--- src/rtl/iencode_pkg.sv ---
// rtl/iencode_pkg.sv - shared op enum, major opcodes and constants for the instruction encoder/loader
package iencode_pkg;

  typedef enum logic [3:0] {
    OP_ADDI = 4'd0,
    OP_ADDS = 4'd1,
    OP_BLT  = 4'd2,
    OP_B    = 4'd3,
    OP_CBZ  = 4'd4,
    OP_LDUR = 4'd5,
    OP_LSL  = 4'd6,
    OP_LSR  = 4'd7,
    OP_MUL  = 4'd8,
    OP_STUR = 4'd9,
    OP_SUBS = 4'd10,
    OP_INV  = 4'd11
  } op_e;

  typedef enum logic [1:0] {
    ST_IDLE = 2'd0,
    ST_RUN  = 2'd1,
    ST_FILL = 2'd2,
    ST_DONE = 2'd3
  } state_e;

  localparam logic [5:0]  MAJ_B    = 6'h05;
  localparam logic [7:0]  MAJ_CBZ  = 8'hB4;
  localparam logic [7:0]  MAJ_BLT  = 8'h54;
  localparam logic [9:0]  MAJ_ADDI = 10'h244;
  localparam logic [10:0] MAJ_LSR  = 11'h69A;
  localparam logic [10:0] MAJ_LSL  = 11'h69B;
  localparam logic [10:0] MAJ_SUBS = 11'h758;
  localparam logic [10:0] MAJ_ADDS = 11'h558;
  localparam logic [10:0] MAJ_MUL  = 11'h4D8;
  localparam logic [10:0] MAJ_STUR = 11'h7C0;
  localparam logic [10:0] MAJ_LDUR = 11'h7C2;

  localparam logic [4:0]  BLT_COND  = 5'h0B;
  localparam logic [5:0]  MUL_SHAMT = 6'h1F;
  localparam logic [31:0] NOP_WORD  = 32'h910003FF;

endpackage

--- src/rtl/inst_encoder.sv ---
// rtl/inst_encoder.sv - combinational LEGv8 field-to-word encoder with invalid-opcode flag
module inst_encoder
  import iencode_pkg::*;
(
  input  logic [3:0]  opcode,
  input  logic [4:0]  rd,
  input  logic [4:0]  rn,
  input  logic [4:0]  rm,
  input  logic [11:0] imm12,
  input  logic [25:0] imm26,
  input  logic [18:0] imm19,
  input  logic [8:0]  imm9,
  input  logic [5:0]  shamt,
  output logic [31:0] word,
  output logic        invalid
);

  // Forced fields (shamt for ADDS/SUBS/MUL, rm for shifts) mirror what the decoder matches on.
  always_comb begin
    word    = '0;
    invalid = 1'b0;
    case (opcode)
      OP_B:    word = {MAJ_B, imm26};
      OP_CBZ:  word = {MAJ_CBZ, imm19, rd};
      OP_BLT:  word = {MAJ_BLT, imm19, BLT_COND};
      OP_ADDI: word = {MAJ_ADDI, imm12, rn, rd};
      OP_ADDS: word = {MAJ_ADDS, rm, 6'h00, rn, rd};
      OP_SUBS: word = {MAJ_SUBS, rm, 6'h00, rn, rd};
      OP_MUL:  word = {MAJ_MUL, rm, MUL_SHAMT, rn, rd};
      OP_LSL:  word = {MAJ_LSL, 5'h00, shamt, rn, rd};
      OP_LSR:  word = {MAJ_LSR, 5'h00, shamt, rn, rd};
      OP_STUR: word = {MAJ_STUR, imm9, 2'b00, rn, rd};
      OP_LDUR: word = {MAJ_LDUR, imm9, 2'b00, rn, rd};
      default: invalid = 1'b1;
    endcase
  end

endmodule

--- src/rtl/iencode_loader.sv ---
// rtl/iencode_loader.sv - streams decoded fields, encodes them and writes instruction memory sequentially
// IENC_NOP_PAD_EN: after the last beat, pad the rest of memory with NOP words.
module iencode_loader
  import iencode_pkg::*;
#(
  parameter int DEPTH = 64,
  parameter int AW    = $clog2(DEPTH)
) (
  input  logic          clk,
  input  logic          reset,
  input  logic          start,
  input  logic          in_valid,
  output logic          in_ready,
  input  logic          in_last,
  input  logic [3:0]    in_opcode,
  input  logic [4:0]    in_rd,
  input  logic [4:0]    in_rn,
  input  logic [4:0]    in_rm,
  input  logic [11:0]   in_imm12,
  input  logic [25:0]   in_imm26,
  input  logic [18:0]   in_imm19,
  input  logic [8:0]    in_imm9,
  input  logic [5:0]    in_shamt,
  output logic          mem_we,
  output logic [AW-1:0] mem_addr,
  output logic [31:0]   mem_wdata,
  output logic [AW:0]   count,
  output logic          done,
  output logic          full,
  output logic          err_opcode
);

  localparam logic [AW:0] DEPTH_C = (AW+1)'(DEPTH);
  localparam logic [AW:0] ONE_C   = (AW+1)'(1);

  state_e        state, state_next;
  logic [AW:0]   count_next;
  logic          we_next, full_next, err_next;
  logic [AW-1:0] addr_next;
  logic [31:0]   wdata_next;
  logic [31:0]   enc_word;
  logic          enc_invalid;
  logic          accept;

  inst_encoder u_enc (
    .opcode  (in_opcode),
    .rd      (in_rd),
    .rn      (in_rn),
    .rm      (in_rm),
    .imm12   (in_imm12),
    .imm26   (in_imm26),
    .imm19   (in_imm19),
    .imm9    (in_imm9),
    .shamt   (in_shamt),
    .word    (enc_word),
    .invalid (enc_invalid)
  );

  assign in_ready = (state == ST_RUN) && (count < DEPTH_C);
  assign accept   = in_valid && in_ready;
  assign done     = (state == ST_DONE);

  always_comb begin
    state_next = state;
    count_next = count;
    we_next    = 1'b0;
    addr_next  = mem_addr;
    wdata_next = mem_wdata;
    full_next  = full;
    err_next   = err_opcode;
    case (state)
      ST_IDLE, ST_DONE: begin
        if (start) begin
          state_next = ST_RUN;
          count_next = '0;
          full_next  = 1'b0;
          err_next   = 1'b0;
          addr_next  = '0;
        end
      end
      ST_RUN: begin
        if (accept) begin
          if (enc_invalid) begin
            err_next = 1'b1;
          end else begin
            we_next    = 1'b1;
            addr_next  = count[AW-1:0];
            wdata_next = enc_word;
            count_next = count + ONE_C;
          end
          // Filling memory wins over in_last: there is nothing left to pad.
          if (count_next == DEPTH_C) begin
            full_next  = 1'b1;
            state_next = ST_DONE;
          end else if (in_last) begin
`ifdef IENC_NOP_PAD_EN
            state_next = ST_FILL;
`else
            state_next = ST_DONE;
`endif
          end
        end
      end
`ifdef IENC_NOP_PAD_EN
      ST_FILL: begin
        we_next    = 1'b1;
        addr_next  = count[AW-1:0];
        wdata_next = NOP_WORD;
        count_next = count + ONE_C;
        if (count_next == DEPTH_C) begin
          full_next  = 1'b1;
          state_next = ST_DONE;
        end
      end
`endif
      default: state_next = ST_IDLE;
    endcase
  end

  always_ff @(posedge clk) begin
    if (reset) begin
      state      <= ST_IDLE;
      count      <= '0;
      mem_we     <= 1'b0;
      mem_addr   <= '0;
      mem_wdata  <= '0;
      full       <= 1'b0;
      err_opcode <= 1'b0;
    end else begin
      state      <= state_next;
      count      <= count_next;
      mem_we     <= we_next;
      mem_addr   <= addr_next;
      mem_wdata  <= wdata_next;
      full       <= full_next;
      err_opcode <= err_next;
    end
  end

endmodule

--- config.mk ---
export PLATFORM = sky130hd
export DESIGN_NAME = iencode_loader
export DESIGN_NICKNAME = d
export VERILOG_FILES = /design/src/rtl/iencode_pkg.sv /design/src/rtl/inst_encoder.sv /design/src/rtl/iencode_loader.sv
export SDC_FILE = /design/constraint.sdc
export NUM_CORES = 1
export LEC_CHECK = 0
export CORE_UTILIZATION = 46
export DETAILED_ROUTE_END_ITERATION = 10
export PLACE_DENSITY_LB_ADDON = 0.05
export SYNTH_ARGS = -nofsm -noshare
export SYNTH_HDL_FRONTEND = slang
export SYNTH_HIERARCHICAL = 1
export SYNTH_SLANG_ARGS = --single-unit
--- constraint.sdc ---
create_clock -name clk -period 5.1 [get_ports clk]
set_clock_uncertainty 0.1 [all_clocks]
set_input_delay 1.02 -clock clk [delete_from_list [all_inputs] [get_ports clk]]
set_output_delay 1.02 -clock clk [all_outputs]
set_load 0.1 [all_outputs]
# Yosys cells after proc, flatten, opt, wreduce, memory -nomap -nowiden
# Cells that the tools add are included.
# op_classes
addsub	1
multipliers	0
n_div	0
n_lt_le_gt_ge	1
eq_ne	19
shift	0
muxes	24
n_bitwise	2
reduce_logical	14
# op_table
cell	n
$pmux 32 s11	1
$mux 7	5
$mux 6	3
$eq 4x3->1 const B	4
$pmux 7 s2	1
$eq 4x4->1 const B	3
$pmux 6 s2	1
$reduce_and 4->1	3
$reduce_or 11->1	1
$reduce_and 3->1	3
$eq 4x2->1 const B	2
$mux 2	4
$ne 2x2->1 const B	4
$add 7x1->7 const B	1
$eq 7x7->1 const B	1
$lt 7x7->1 const B	1
$mux 1	6
$eq 4x1->1 const B	1
$logic_not 4->1	1
$pmux 1 s2	2
$pmux 2 s2	1
$ne 3x2->1 const B	1
$reduce_or 3->1	1
$eq 2x1->1 const B	1
7 further kinds	9
# totals
regBits	50
latch_bits	0
ram_bits	0
rom_bits	0
inputBits	96
out_inout_bits	50
word_cells	68
mem_count	0

# Depth between registers and ports, before layout
# Gate-level depths: netlist of the first run.
# depth
ltp_word	9
depth_mapped	11
mapped_depth_nobuf	9

# Cells and area by module
# Netlist of the first run, hierarchy kept.
# by_module_without_submodules
module	n_inst	cells_each	area_per_inst_um2	seq_area_each_um2
iencode_loader	1	265	2155.8	1001.0
inst_encoder	1	165	1111.1	0.0

# Worst setup path after synthesis of the first run
# Ideal clock, no wire load.
# synth_path
kind	input -> register
start	input port in_opcode[2]
end	register state[0]
setup_time_ps	123
t_arrival_ps	3325
required_time_ps	4877
path_slack_ps	1552
cell_stages	10
path_buffers	1
path_cell_list	buf_4 > xnor2_1 > nor3_4 > or2_1 > nor2_1 > nand4b_1 > nor4b_1 > a311oi_2 > o22ai_1 > mux2_1
# synth_between
elab_chain_len	9
word_cells_on_any_way	21
cone_classes	eq/ne (12); mux (6); reduce/logical (3)
# synth_lines
item	line	text
from (decl)	iencode_loader.sv:15	input logic [3:0] in_opcode,
$eq 4x2->1 (tied with other cells)	inst_encoder.sv:22	case (opcode)
$reduce_or 11->1 (no line) *	-	
$mux 7 *	iencode_loader.sv:83	if (enc_invalid) begin
$mux 7 *	iencode_loader.sv:82	if (accept) begin
$mux 7 *	iencode_loader.sv:71	case (state)
$eq 7x7->1 *	iencode_loader.sv:92	if (count_next == DEPTH_C) begin
$mux 2	iencode_loader.sv:92	
$mux 2	iencode_loader.sv:82	
$pmux 2 s2	iencode_loader.sv:71	
to (signal assigned)	iencode_loader.sv:130	state <= state_next;
to (decl)	iencode_loader.sv:36	state_e state, state_next;
# Every way passes the cells marked *; elsewhere a longest branch is shown, timed or not. The select of a mux whose other input is x is not followed.
# A chain may end at the register's enable or synchronous reset.

# Worst setup path in the final report of the first run
# layout_path
start	input port in_opcode[1]
end	register state[0]
# Same word-level chain as after synthesis.

==> out/summary.txt, run 1 <==
Period utilization: 0.810
Setup crit end kind: flip-flop
Crit-path max FO: 16
Num rows: 30
Mapped Avg Cell Area: 7.60 µm²
Async S/R FF share, synth: 0
Setup CP Type: input port to flip-flop
Peak supply drop: 0.311 mV
Final WL: 10.4 mm
Final Hold Vio Count: 0
H-tree levels: 2
Clock-pin transition on the worst setup and hold timing paths: 0.11 ns
CP max-delay cell: clkdlybuf4s50_1
Largest delay share family, worst path: simple AND/OR/NAND/NOR gates
Core Region: 0.00683 mm²
Number of enable flip-flop cells after synthesis: 0
# port buffers: 145
Die ar.: 0.00744 mm²
CP max stage delay: 0.50 ns
Area grow syn2layout: 47.0%
PD cells: 283 mW/mm²
Leak: 1.73 nW
Sink Count: 50
Vias in the first global route: 3558
Final #Nets: 655
Largest net degree at the start of global routing: 54
Sequential share of the synthesized area: 0.306
Slew margin rel.: 0.257
Post-synth cell types: 57
Vias per cell: 5.71
WL/cell: 16.0 µm
Routed Antenna Nets: 0
Postcts setup bufs: 0
Maximum Capacitance Violations: 0
Mapped cell area: 0.00327 mm²
Setup violations, final: 0
Drt first pass iters: 6
CTS tree: yes
Crit path buf inv count: 3
Slew Viols, Final: 0
Clk Tree Root Cell: clkbuf_8
HPWL after detailed placement: 7.72 mm
Main flop type after synthesis: dfxtp_1
Setup TNS: 0 ns
Chip width: 86.3 µm
Status: complete, no violations
Net Count, Synth: 530
Crit path launch type: input port
Initial antenna violation count: 0
Fill count: 578
Gpl congestion: 0.876
Global-route wire length before repair: 16.6 mm
# DRC: 0
CTS buffer count: 5
CTS max path bufs: 2
Post-Synthesis Cells: 430
Crit path DAT: 4.24 ns
Slew @ Worst Pin: 1.11 ns
WP data required: 5.21 ns
Multi-input gate area: 0.00204 mm²
RSZ-0062 raised after global routing: no
Synth Warn #: 6
Share of cells above drive strength 1: 0.0522
Vias: 3720
Synth Register Bits: 50
Worst skew pair latency: 0.31 ns
Initial Util: 0.478
Final Power: 1.36 mW
Footprint of the flip-flops and latches: 0.00100 mm²
CTS resizes: 0
Crit-path most repeated cell: buf_4
Post-layout min period: 4.13 ns
Worst-path cell chain: clkdlybuf4s50_1, buf_4, xnor2_1, nor3_4, or2_1, nor2_1, buf_4, or4b_1, o41ai_1, nand4_1, o22ai_1, mux2_1
HP Class: flip-flop to flip-flop
Ant. Diodes: 0
Ports: 146
Achievable Freq: 242 MHz
CTS Hold Bufs: 0
GRT Resource Usage Total: 0.281
Die height: 86.3 µm
Iter 0 DRT Violations: 217
Global route overflow: 0
-- final timing paths --
kind                                    start             to  slack (ns)  cells past startpoint
worst max register to register       state[1]   mem_wdata[6]        2.34                      6
worst min-delay path            mem_wdata[14]  mem_wdata[14]        0.36                      2
worst min register to register  mem_wdata[14]  mem_wdata[14]        0.36                      2
worst max-delay path             in_opcode[1]       state[0]        0.97                     12
-- worst register-to-register path, stage by stage (launching register included) --
cell and delay, ns:
dfxtp_1 0.36, inv_1 0.07, ha_1 0.62, inv_1 0.26
or3_1 0.88, nand2_1 0.23, a21oi_1 0.09
-- power by group --
part / internal [mW] / switching [mW] / total [mW]
Sequential: 0.418 / 0.0228 / 0.441
Combinational: 0.222 / 0.445 / 0.667
Clock: 0.101 / 0.150 / 0.251
Total: 0.742 / 0.617 / 1.36
-- registers in the layout, indices dropped and copies added, names as in the netlist --
signal and cells:
count 7, full 1, err_opcode 1, mem_addr 6, mem_wdata 32, mem_we 1
state 2
-- cell families (layout without fill, tap and decap cells) --
family	after synthesis	after routing	share of synthesized area
AOI/OAI and AO/OA	160	160	0.334
muxes	7	7	0.0230
adders and majority gates	4	4	0.0153
buffers and inverters	44	170	0.0697
xor gates and xnor gates	5	5	0.0134
DFF	50	50	0.306
and+or+nand+nor	160	160	0.238
-- metal layers --
| layer | vias to the layer above | part of all wire | GRT usage |
|---|---|---|---|
| met5 | - | 0 | 0 |
| met2 | 174 | 0.46 | 0.472 |
| met3 | 16 | 0.082 | 0.0590 |
| li1 | 1805 | - | - |
| met1 | 1725 | 0.44 | 0.360 |
| met4 | 0 | 0.019 | 0.0879 |
-- synthesized netlist by cell type (all sizes together) (9+ instances only) --
master / number / area share
a22oi: 23 / 0.053
dfxtp: 50 / 0.31
o21ai: 15 / 0.023
buf: 20 / 0.042
nor2: 31 / 0.041
nand2: 78 / 0.090
a21oi: 54 / 0.083
nor3: 9 / 0.017
clkbuf: 16 / 0.018
a22o: 15 / 0.040
nor2b: 9 / 0.017
-- cell type report --
class,count,share of cell area
Multi-Input combinational cell,336,0.425
Timing Repair Buffer,154,0.315
Sequential cell,50,0.208
Tap cell,96,0.0250
Clock buffer,5,0.0143
Inverter,8,0.00625
Clock inverter,3,0.00547
-- cell usage in the layout (no fill, tap or decap), types with 8 or more instances in the layout --
master	count
nor2_1	29
o21a_1	8
a21oi_1	54
a21o_1	8
a22o_1	15
nand2_1	78
clkdlybuf4s50_1	144
a22oi_1	23
buf_4	9
dfxtp_1	50
nor2b_1	9
o21ai_0	9
-- metrics by stage --
| step | instance area, µm² | setup WS, ns | cells | utilization | hold slack, ns |
|---|---|---|---|---|---|
| 4_1_cts | 4800 | 1.01 | 652 | 0.703 | 0.363 |
| 6_report | 4800 | 0.970 | 652 | 0.703 | 0.360 |
| 2_1_floorplan | 3270 | 1.55 | 430 | - | 0.392 |
| 3_3_place_gp | 4710 | 0.807 | 644 | 0.689 | 0.342 |
| 5_1_grt | 4800 | 0.776 | 652 | 0.703 | 0.384 |
| 3_5_place_dp | 4710 | 0.671 | 644 | 0.689 | 0.348 |
Power figures use the tool's default switching activity.
==> run 2, diff against run 1 <==
--- a/config.mk
+++ b/config.mk
@@ -5,7 +5,7 @@
 export SDC_FILE = /design/constraint.sdc
 export NUM_CORES = 1
 export LEC_CHECK = 0
-export CORE_UTILIZATION = 46
+export CORE_UTILIZATION = 38
 export DETAILED_ROUTE_END_ITERATION = 10
 export PLACE_DENSITY_LB_ADDON = 0.05
 export SYNTH_ARGS = -nofsm -noshare
==> constraint.sdc (replaced) <==
create_clock -name clk -period 3.65 [get_ports clk]
set_clock_uncertainty 0.1 [all_clocks]
set_input_delay 0.73 -clock clk [delete_from_list [all_inputs] [get_ports clk]]
set_output_delay 0.73 -clock clk [all_outputs]
set_load 0.1 [all_outputs]
==> out/summary.txt, run 2 (synthesized netlist as in run 1, its figures left out) <==
Status: complete, no violations
PD cells: 387 mW/mm²
CTS resizes: 0
Multi-input gate area: 0.00204 mm²
Clock-pin transition on the worst setup and hold timing paths: 0.11 ns
Most frequent cells in the layout: 130 x clkdlybuf4s50_1, 78 x nand2_1, 54 x a21oi_1
HPWL after detailed placement: 8.17 mm
Area grow syn2layout: 51.1%
Routed Antenna Nets: 0
Ant. Diodes: 0
Dpl cells: 672
Fill count: 818
Share of cells above drive strength 1: 0.108
Crit path launch type: input port
Slew @ Worst Pin: 1.02 ns
Chip width: 94.7 µm
Worst hold slack: 0.359 ns
Sink Count: 50
Initial Util: 0.396
Worst skew pair latency: 0.31 ns
Die height: 94.7 µm
Largest net degree at the start of global routing: 54
Num rows: 33
Crit-path max FO: 4
Final Util: 0.598
Setup CP Type: input port to flip-flop
H-tree levels: 2
GRT Resource Usage Total: 0.244
Global-route wire length before repair: 17.1 mm
CTS tree: yes
Number of flip-flops under the largest register name: 32
Period utilization: 0.934
WL/cell: 15.7 µm
Drt first pass iters: 4
Peak supply drop: 0.368 mV
Non-Filler Cell Area, Final: 0.00494 mm²
Initial antenna violation count: 0
Slew margin rel.: 0.317
Biggest register: mem_wdata
Post-DP Area: 0.00484 mm²
HP Class: flip-flop to flip-flop
Core Region: 0.00826 mm²
CTS max path bufs: 2
Vias per cell: 5.32
Commonest non-fill, non-tap cell in the layout: clkdlybuf4s50_1
Ports: 146
Leak: 1.86 nW
Global route overflow: 0
Iter 0 DRT Violations: 192
Slew Viols, Final: 0
Non-Filler Instances: 680
CTS buffer count: 5
WP data required: 3.75 ns
Vias in the first global route: 3472
Vias: 3620
Final WL: 10.7 mm
Final Hold Vio Count: 0
Biggest regs: mem_wdata: 32 flops, count: 7 flops, mem_addr: 6 flops
Achievable Freq: 293 MHz
Post-layout min period: 3.41 ns
CTS Hold Bufs: 0
Die ar.: 0.00897 mm²
# DRC: 0
Final #Nets: 674
Gpl congestion: 0.863
Crit path DAT: 3.50 ns
Maximum Capacitance Violations: 0
Setup violations, final: 0
Postcts setup bufs: 0
Footprint of the flip-flops and latches: 0.00100 mm²
Setup crit end kind: flip-flop
# port buffers: 145
RSZ-0062 raised after global routing: no
Clk Tree Root Cell: clkbuf_8
[run 2: where the power goes]
part / internal [mW] / leakage, nW / switching [mW]
logic: 0.327 / 1.41 / 0.623
registers: 0.584 / 0.404 / 0.0296
clock network: 0.144 / 0.0506 / 0.205
[run 2: worst max-delay path, cell delays in order]
cell             delay (ns)
clkdlybuf4s50_1        0.50
xnor2_1                0.35
nor3_4                 0.06
or2_1                  0.23
nor2_1                 0.19
buf_4                  0.16
nand4b_1               0.18
nor4b_1                0.35
a311oi_2               0.10
o22ai_1                0.28
mux2_1                 0.36
[run 2: metrics by stage]
| step | setup TNS [ns] | power [mW] | worst slack (ns) |
|---|---|---|---|
| finish | 0 | 1.91 | 0.241 |
| global route | 0 | 2.03 | 0.0720 |
| CTS | 0 | 1.93 | 0.266 |
| detailed placement | -0.0468 | 1.57 | -0.0468 |
| global placement | 0 | 1.57 | 0.0199 |
| floorplan | 0 | 1.27 | 0.392 |
[run 2: path summary, 6_finish.rpt]
| path | startpoint | to | slack (ns) | cells past startpoint |
|---|---|---|---|---|
| worst max-delay path | in_opcode[2] | state[0] | 0.24 | 11 |
| worst min register to register | mem_wdata[31] | mem_wdata[31] | 0.36 | 2 |
| worst min-delay path | mem_wdata[31] | mem_wdata[31] | 0.36 | 2 |
| worst max register to register | state[1] | mem_wdata[23] | 1.15 | 7 |
[run 2: cell type report]
type,instances,share of cell area
Multi-Input combinational cell,336,0.414
Timing Repair Buffer,173,0.331
Sequential cell,50,0.203
Tap cell,105,0.0266
Clock buffer,5,0.0139
Inverter,8,0.00608
Clock inverter,3,0.00583
[run 2: routing by layer]
layer  global-route usage  share of wire  vias up  routed length [µm]
met5                    0              0        -                   0
met4               0.0568          0.012        0                 127
met2                0.392           0.45      125                4820
li1                     -              -     1840                   -
met1                0.328           0.45     1645                4810
met3               0.0580          0.086       10                 923
